==> src/rtl/multdiv_ctrl.sv <==
// ============================================================================
// multdiv_ctrl: launch/stall/writeback sequencer for the shared mul/div unit.
// Optional watchdog abort: define MULTDIV_TIMEOUT_EN.
// Revision: 1.0
// ============================================================================
`default_nettype none

module multdiv_ctrl #(
  parameter int TIMEOUT_CYCLES = 40
) (
  input  logic        clock,
  input  logic        reset,
  input  logic        dx_valid,
  input  logic [4:0]  dx_opcode,
  input  logic [4:0]  dx_aluop,
  input  logic [4:0]  dx_rd,
  output logic        md_start_mult,
  output logic        md_start_div,
  input  logic        md_ready,
  input  logic        md_exception,
  input  logic [31:0] md_result,
  output logic        md_abort,
  input  logic        wb_we,
  input  logic [4:0]  wb_rd,
  input  logic [31:0] wb_data,
  output logic        rf_we,
  output logic [4:0]  rf_rd,
  output logic [31:0] rf_data,
  output logic        stall,
  output logic        busy
);

  typedef enum logic [1:0] {
    IDLE = 2'd0,
    BUSY = 2'd1,
    DONE = 2'd2
  } state_t;

  localparam int              c_CW   = $clog2(TIMEOUT_CYCLES + 1);
  localparam logic [c_CW-1:0] c_LAST = c_CW'(TIMEOUT_CYCLES - 1);
  localparam logic [4:0]      c_STATUS_REG = 5'd30;
`ifdef MULTDIV_TIMEOUT_EN
  localparam logic c_TO_EN = 1'b1;
`else
  localparam logic c_TO_EN = 1'b0;
`endif

  state_t            r_state;
  state_t            w_next;
  logic [4:0]        r_rd;
  logic              r_is_div;
  logic [31:0]       r_result;
  logic              r_exc;
  logic [c_CW-1:0]   r_cnt;
  logic              w_is_mul;
  logic              w_is_div;
  logic              w_timeout;

  assign w_is_mul  = dx_valid && (dx_opcode == 5'b00000) && (dx_aluop == 5'b00110);
  assign w_is_div  = dx_valid && (dx_opcode == 5'b00000) && (dx_aluop == 5'b00111);
  // r_cnt holds the number of BUSY cycles already completed
  assign w_timeout = c_TO_EN && (r_cnt == c_LAST);

  always_comb begin
    w_next        = r_state;
    md_start_mult = 1'b0;
    md_start_div  = 1'b0;
    md_abort      = 1'b0;
    stall         = 1'b0;
    busy          = (r_state != IDLE);
    rf_we         = wb_we;
    rf_rd         = wb_rd;
    rf_data       = wb_data;
    case (r_state)
      IDLE: begin
        if (w_is_mul || w_is_div) begin
          md_start_mult = w_is_mul;
          md_start_div  = w_is_div;
          stall         = 1'b1;
          w_next        = BUSY;
        end
      end
      BUSY: begin
        stall = 1'b1;
        if (md_ready) begin
          w_next = DONE;
        end else if (w_timeout) begin
          md_abort = 1'b1;
          w_next   = DONE;
        end
      end
      DONE: begin
        if (wb_we) begin
          stall = 1'b1;
        end else begin
          // An exception write to the status register replaces the rd write.
          rf_we   = r_exc || (r_rd != 5'd0);
          rf_rd   = r_exc ? c_STATUS_REG : r_rd;
          rf_data = r_exc ? (r_is_div ? 32'd5 : 32'd4) : r_result;
          w_next  = IDLE;
        end
      end
      default: w_next = IDLE;
    endcase
  end

  always_ff @(posedge clock or posedge reset) begin
    if (reset) begin
      r_state  <= IDLE;
      r_rd     <= 5'd0;
      r_is_div <= 1'b0;
      r_result <= 32'd0;
      r_exc    <= 1'b0;
      r_cnt    <= '0;
    end else begin
      r_state <= w_next;
      case (r_state)
        IDLE: begin
          if (w_is_mul || w_is_div) begin
            r_rd     <= dx_rd;
            r_is_div <= w_is_div;
            r_cnt    <= '0;
          end
        end
        BUSY: begin
          r_cnt <= r_cnt + c_CW'(1);
          if (md_ready) begin
            r_result <= md_result;
            r_exc    <= md_exception;
          end else if (w_timeout) begin
            r_exc    <= 1'b1;
          end
        end
        default: ;
      endcase
    end
  end

endmodule

`default_nettype wire

==> config.mk <==
export PLATFORM = sky130hd
export DESIGN_NAME = multdiv_ctrl
export DESIGN_NICKNAME = d
export VERILOG_FILES = /design/src/rtl/multdiv_ctrl.sv
export SDC_FILE = /design/constraint.sdc
export NUM_CORES = 1
export LEC_CHECK = 0
export CAP_MARGIN = 30
export CORE_ASPECT_RATIO = 0.6
export CORE_MARGIN = 3
export CORE_UTILIZATION = 42
export DETAILED_ROUTE_END_ITERATION = 7
export HOLD_SLACK_MARGIN = 0.06
export PLACE_DENSITY = 0.84
export SETUP_SLACK_MARGIN = 0.15
export SLEW_MARGIN = 20
export SYNTH_ARGS = -nofsm -noshare
export SYNTH_HDL_FRONTEND = slang
export SYNTH_SLANG_ARGS = --single-unit
==> constraint.sdc <==
create_clock -name clock -period 4.5 [get_ports clock]
set_input_delay 0.9 -clock clock [delete_from_list [all_inputs] [get_ports clock]]
set_output_delay 0.9 -clock clock [all_outputs]
set_load 0.1 [all_outputs]
==> results of run 1 <==
-- per-layer routing --
| layer | wire length, µm | track usage | up-vias |
|---|---|---|---|
| li1 | - | - | 1035 |
| met1 | 2630 | 0.271 | 948 |
| met2 | 2760 | 0.313 | 98 |
| met3 | 812 | 0.0828 | 8 |
| met4 | 53 | 0.0388 | 0 |
| met5 | 0 | 0 | - |
-- logic make-up after synthesis --
family	share of synthesized area
and+or+nand+nor	0.210
muxes	0.188
AOI/OAI and AO/OA	0.117
buffers and inverters	0.0549
DFF	0.429
other	0.00157
-- worst max-delay path, cell delays in order --
cell             delay [ns]
clkdlybuf4s50_1        0.47
or3b_4                 0.54
buf_16                 0.25
o21ai_1                0.25
buf_12                 0.21
-- final cells by class --
type,instances,area (µm²),share of cell area
Multi-Input combinational cell,173,1240,0.301
Clock inverter,1,30.0,0.00731
Tap cell,77,96.3,0.0234
Clock buffer,7,86.3,0.0210
Sequential cell,41,1030,0.250
Timing Repair Buffer,134,1620,0.395
Inverter,3,11.3,0.00274
-- metrics by stage --
stage | area [µm²] | hold slack [ns] | utilization
floorplan | 2390 | 0.458 | -
global placement | 3950 | 0.488 | 0.748
CTS | 4080 | 0.513 | 0.773
detailed placement | 3970 | 0.495 | 0.751
finish | 4110 | 0.511 | 0.778
global route | 4110 | 0.529 | 0.778
-- cell usage in the layout, fill, tap and decap left out, drive strengths merged, types with 2 or more instances in the layout --
cell and n:
buf 44, nor4 2, clkbuf 7, mux2 39, nand4 2, clkdlybuf4s50 90, o21ai 37, dfrtp 41
nand2 40, nand2b 33, nor2 8, inv 2
-- flip-flops by register name (all words and copies together), names as in the netlist --
name      count
r_result     32
r_rd          5
r_state       2
r_is_div      1
r_exc         1
-- power groups by stage --
stage | combinational (W) | clock (W) | sequential, W
finish | 0.000340 | 0.000309 | 0.000385
global route | 0.000357 | 0.000330 | 0.000387
CTS | 0.000342 | 0.000314 | 0.000385
detailed placement | 0.000341 | 0 | 0.000392
global placement | 0.000336 | 0 | 0.000393
floorplan | 0.000186 | 0 | 0.000389
-- worst min-delay path by stage --
stage | startpoint | endpoint | cells after the start
3_5_place_dp | r_result[6]$_DFFE_PP0P_ | r_result[6]$_DFFE_PP0P_ | 1
5_1_grt | r_result[10]$_DFFE_PP0P_ | r_result[10]$_DFFE_PP0P_ | 1
3_3_place_gp | r_result[13]$_DFFE_PP0P_ | r_result[13]$_DFFE_PP0P_ | 1
4_1_cts | r_result[6]$_DFFE_PP0P_ | r_result[6]$_DFFE_PP0P_ | 1
6_report | r_result[15]$_DFFE_PP0P_ | r_result[15]$_DFFE_PP0P_ | 1
2_1_floorplan | r_state[1]$_DFFE_PP0P_ | r_state[0]$_DFFE_PP0P_ | 1
==> impl_results.md, run 1 <==
- Initial core utilization: 0.453
- Final setup vio count: 0
- Synthesis-to-layout area growth: 71.8%
- Total global-route track usage: 0.203
- Core Area: 0.00528 mm²
- WS Path Type: primary input to primary output
- First-pass GRT wire length: 10.7 mm
- GPL Wtd Cong: 0.785
- CTS Buffer Depth: 2
- Post-route minimum period: around 3.5 ns
- Vias/cell: between 4 and 5
- Outcome: completed
- PnR worst setup slack: 0.954 ns
- CP arrival: approximately 2.7 ns
- Max cap viols: 0
- Sw Ratio: 0.316
- Die Ht: 64.5 µm
- Post-synth top cells: 41 x dfrtp_1, 40 x nand2_1, 39 x mux2_2
- Number of enable flip-flop cells after synthesis: 0
- Final Hold Vio Count: 0
- Data required time of the worst path: about 3.6 ns
- Initial DRC count: 49
- Seq pwr share: 0.372
- Syn Nets: roughly 320
- Overall power: 0.00103 W
- Cells after DPL: roughly 430
- Worst-path maximum fanout: 50
- Worst-Margin Slew: roughly 1 ns
- Placement Setup Slack: between 0.7 and 0.8 ns
- Top-count cell post-synth: dfrtp_1
- Yosys cell types: 28
- Die area: around 0.0067 mm²
- Drt first pass iters: 4
- Die width: roughly 100 µm
- CTS Buf Count: 5
- ANT cells: 0
- Largest net degree at the start of global routing: between 70 and 80
- Clk_lat worst skew: a little under 0.3 ns
- Sequential fraction of the synthesis area: 0.429
- Final WL: 6.25 mm
- Worst hold path type: flip-flop to flip-flop
- Io pins: around 130
- RSZ-0062 raised after global routing: false
- Nets: 448
- ANT nets after route: 0
- R2R setup slack: approximately 2.6 ns
- Period utilisation layout: 0.788
- H-tree depth: 2
- Crit path launch: wb_we
- CTS resizes: 0
- Number of global-route vias before repair: between 2000 and 2500
- Rel. slew slack: 0.348
- Reg2reg path depth: 2
- Cell-internal power: between 0.0007 and 0.0008 W
- Most used DFF post-synth: dfrtp_1
- Switching Power: roughly 0.00033 W
- CP startpoint kind: primary input
- CTS tree: yes
- Worst Skew: ~0.0036 ns
- GR Overflow Total: 0
- Filler instances: 359
- Leakage Power: approximately 1.9 nW
- Post-synth top area share: 0.429
- Final setup TNS: 0 ns
- Post-synthesis cell count: between 200 and 250
- PwrDens: 252 mW/mm²
- Dominant cells by area after synthesis: dfrtp_1 43%, mux2_2 18%, nand2b_1 8.6%, o21ai_2 7.3%, nand2_1 6.3%
- DRC: 0
- Yosys top cell by area: dfrtp_1
- Clock sink total: slightly above 40
- Number of max-slew violations in the final report: 0
- Critical Path End Type: primary output
- Ys Warns: 0
- Post-synth ARST share: 1.00
- Syn Std Cell Area: between 0.002 and 0.0025 mm²
- Yosys reg bits: 41
- Total number of vias: ~2100
- Clk pwr share: 0.299
- Finished Layout Cells: roughly 440
- # port buffers: about 130
- Worst R2R Start: r_state[1]$_DFFE_PP0P_
- Root buf cell: clkbuf_8
- WL per Instance: about 14 µm
- Max IR drop VDD: 0.000177 V
- Syn Area/Cell: 10.3 µm²
- HPWL Detailed: roughly 4.8 mm
- Worst Setup EP: rf_data[6]
- Share of cells above drive strength 1: 0.320
- Max frequency: 282 MHz
- Combinational Power Share: 0.329
- FP Rows: 20
- Initial antenna violation count: 0
- CTS Hold Bufs: 0
- Number of setup buffers added after CTS: 0
- Reg2reg end: r_result[1]$_DFFE_PP0P_
- Clk slew on worst S/H paths: approximately 0.080 ns
Power figures use the tool's default switching activity.
==> run 2: changes to the inputs <==
CORE_UTILIZATION = 35   (was 42)
PLACE_DENSITY = 0.75   (was 0.84)
clock period = 2.95 ns   (was 4.5 ns; I/O delays follow)
==> run 2 against run 1 <==
Clock skew up 0.0012 ns. Non-clock buffer count grew 2. Power rose by 60%. Final area grew 6.6%. Utilization is 8.9 points lower. Die area is 18% higher. Setup slack lost 0.73 ns. First-iteration DRC count up 53%. Critical path type unchanged. Critical endpoint is now rf_data[27]. Highest routed layer unchanged.
==> impl_results.md, run 2 (synthesis gave the netlist of run 1 again) <==
- Outcome: completed
- Critical Path End Type: primary output
- Worst-Margin Slew: around 0.73 ns
- H-tree depth: 2
- Root buf cell: clkbuf_16
- Worst Skew: 0.00478 ns
- CTS Buf Count: 5
- Post-route minimum period: 2.73 ns
- Reg2reg path depth: 3
- Number of max-slew violations in the final report: 0
- Final WL: around 6.7 mm
- WS Path Type: primary input to primary output
- Vias/cell: roughly 4.7
- R2R setup slack: between 1 and 1.5 ns
- First-pass GRT wire length: about 11 mm
- Filler instances: 479
- CP arrival: between 2 and 2.5 ns
- Synthesis-to-layout area growth: 83.1%
- Crit path launch: wb_we
- Die Ht: roughly 70 µm
- Total number of vias: 2100
- Nets: 450
- Max reg flops: 32
- Worst Setup EP: rf_data[27]
- Clock sink total: roughly 40
- Share of cells above drive strength 1: 0.377
- Core Area: between 0.006 and 0.007 mm²
- HPWL Detailed: between 5 and 6 mm
- CTS tree: yes
- Clk_lat worst skew: approximately 0.27 ns
- DRC: 0
- Total global-route track usage: 0.171
- Die width: 113 µm
- Initial DRC count: 75
- Worst hold path type: flip-flop to flip-flop
- # port buffers: between 100 and 150
- Io pins: approximately 130
- FP Rows: 22
- Number of global-route vias before repair: 2239
- Largest net degree at the start of global routing: 42
- Initial antenna violation count: 0
- Max cap viols: 0
- Final Hold Vio Count: 0
- WL per Instance: approximately 15 µm
- Placement Setup Slack: about 0.12 ns
- Rel. slew slack: 0.513
- Die area: a little under 0.008 mm²
- Most frequent cells in the layout: 89 x clkdlybuf4s50_1, 44 x buf_12, 41 x dfrtp_1
- GR Overflow Total: 0
- Period utilisation layout: 0.924
- Final setup vio count: 0
- Max IR drop VDD: 0.000233 V
- PwrDens: ~380 mW/mm²
- ANT nets after route: 0
- Cells after DPL: approximately 440
- GPL Wtd Cong: 0.772
- CTS Buffer Depth: 2
- Cell area after layout: ~0.0044 mm²
- Util after Layout: 0.689
- Reg2reg end: r_result[17]$_DFFE_PP0P_
- Clk slew on worst S/H paths: 0.05 ns
- CTS Hold Bufs: 0
- ANT cells: 0
- Data required time of the worst path: around 2.4 ns
- Commonest non-fill, non-tap cell in the layout: clkdlybuf4s50_1
- RSZ-0062 raised after global routing: false
- Leakage Power: approximately 2.0 nW
- Max frequency: ~370 MHz
- Top reg by flops: r_result
- Top Registers: r_result (32), r_rd (5), r_state (2)
- Initial core utilization: 0.376
- Finished Layout Cells: 445
- Worst-path maximum fanout: 40
- CP startpoint kind: primary input
- Placed inst area: between 0.004 and 0.005 mm²
- Worst R2R Start: r_state[1]$_DFFE_PP0P_
- Number of setup buffers added after CTS: 0
- Drt first pass iters: 4
- PnR worst setup slack: between 0.2 and 0.25 ns
==> run 2: cell count changes in the layout (fill, tap and decap cells not counted), sizes merged <==
cell           delta
clkdlybuf4s50     -1
clkinv            +1
clkbuf            -2
inv               +1
clkinvlp          +1
buf               +3
bufinv            -1
==> run 2: timing repair <==
action,in CTS,in global routing
pin swaps,0,0
setup endpoints to repair,10,17
gates cloned,0,0
gates resized for setup,1,10
==> run 2: worst max-delay path: stages <==
cell and delay (ns):
clkdlybuf4s50_1 0.47, or3b_4 0.42, buf_12 0.19, o21ai_1 0.25, buf_12 0.21
==> run 2: final cells by class <==
type                            instances  area [µm²]  area share
Clock buffer                            5         125      0.0286
Timing Repair Buffer                  136        1800       0.411
Tap cell                               84         105      0.0240
Inverter                                3        11.3     0.00257
Sequential cell                        41        1030       0.234
Clock inverter                          3        17.5     0.00400
Multi-Input combinational cell        173        1300       0.296
==> run 2: worst min-delay path by stage <==
stage,from,endpoint,cells past startpoint
5_1_grt,r_result[23]$_DFFE_PP0P_,r_result[23]$_DFFE_PP0P_,1
6_report,r_result[15]$_DFFE_PP0P_,r_result[15]$_DFFE_PP0P_,1
4_1_cts,r_result[15]$_DFFE_PP0P_,r_result[15]$_DFFE_PP0P_,1
3_5_place_dp,r_result[15]$_DFFE_PP0P_,r_result[15]$_DFFE_PP0P_,1
2_1_floorplan,r_state[1]$_DFFE_PP0P_,r_state[0]$_DFFE_PP0P_,1
3_3_place_gp,r_result[0]$_DFFE_PP0P_,r_result[0]$_DFFE_PP0P_,1
==> run 2: power breakdown <==
part | leakage [nW] | internal (W) | switching [W]
registers | 0.569 | 0.000578 | 0.0000110
logic | 1.35 | 0.000246 | 0.000300
clock network | 0.0696 | 0.000310 | 0.000204
total | 1.99 | 0.00113 | 0.000516
==> run 2: routing by layer <==
| layer | part of all wire | vias up | global-route usage |
|---|---|---|---|
| met5 | 0 | - | 0 |
| met4 | 0.0060 | 0 | 0.0333 |
| met3 | 0.096 | 4 | 0.0658 |
| met2 | 0.45 | 99 | 0.270 |
| met1 | 0.45 | 954 | 0.223 |
| li1 | - | 1043 | - |
==> run 2: through the flow <==
step / power (W) / TNS, ns / hold slack (ns)
floorplan: 0.000879 / -2.86 / 0.473
global placement: 0.00113 / 0 / 0.488
detailed placement: 0.00114 / 0 / 0.494
CTS: 0.00166 / 0 / 0.506
global route: 0.00172 / 0 / 0.517
finish: 0.00165 / 0 / 0.504
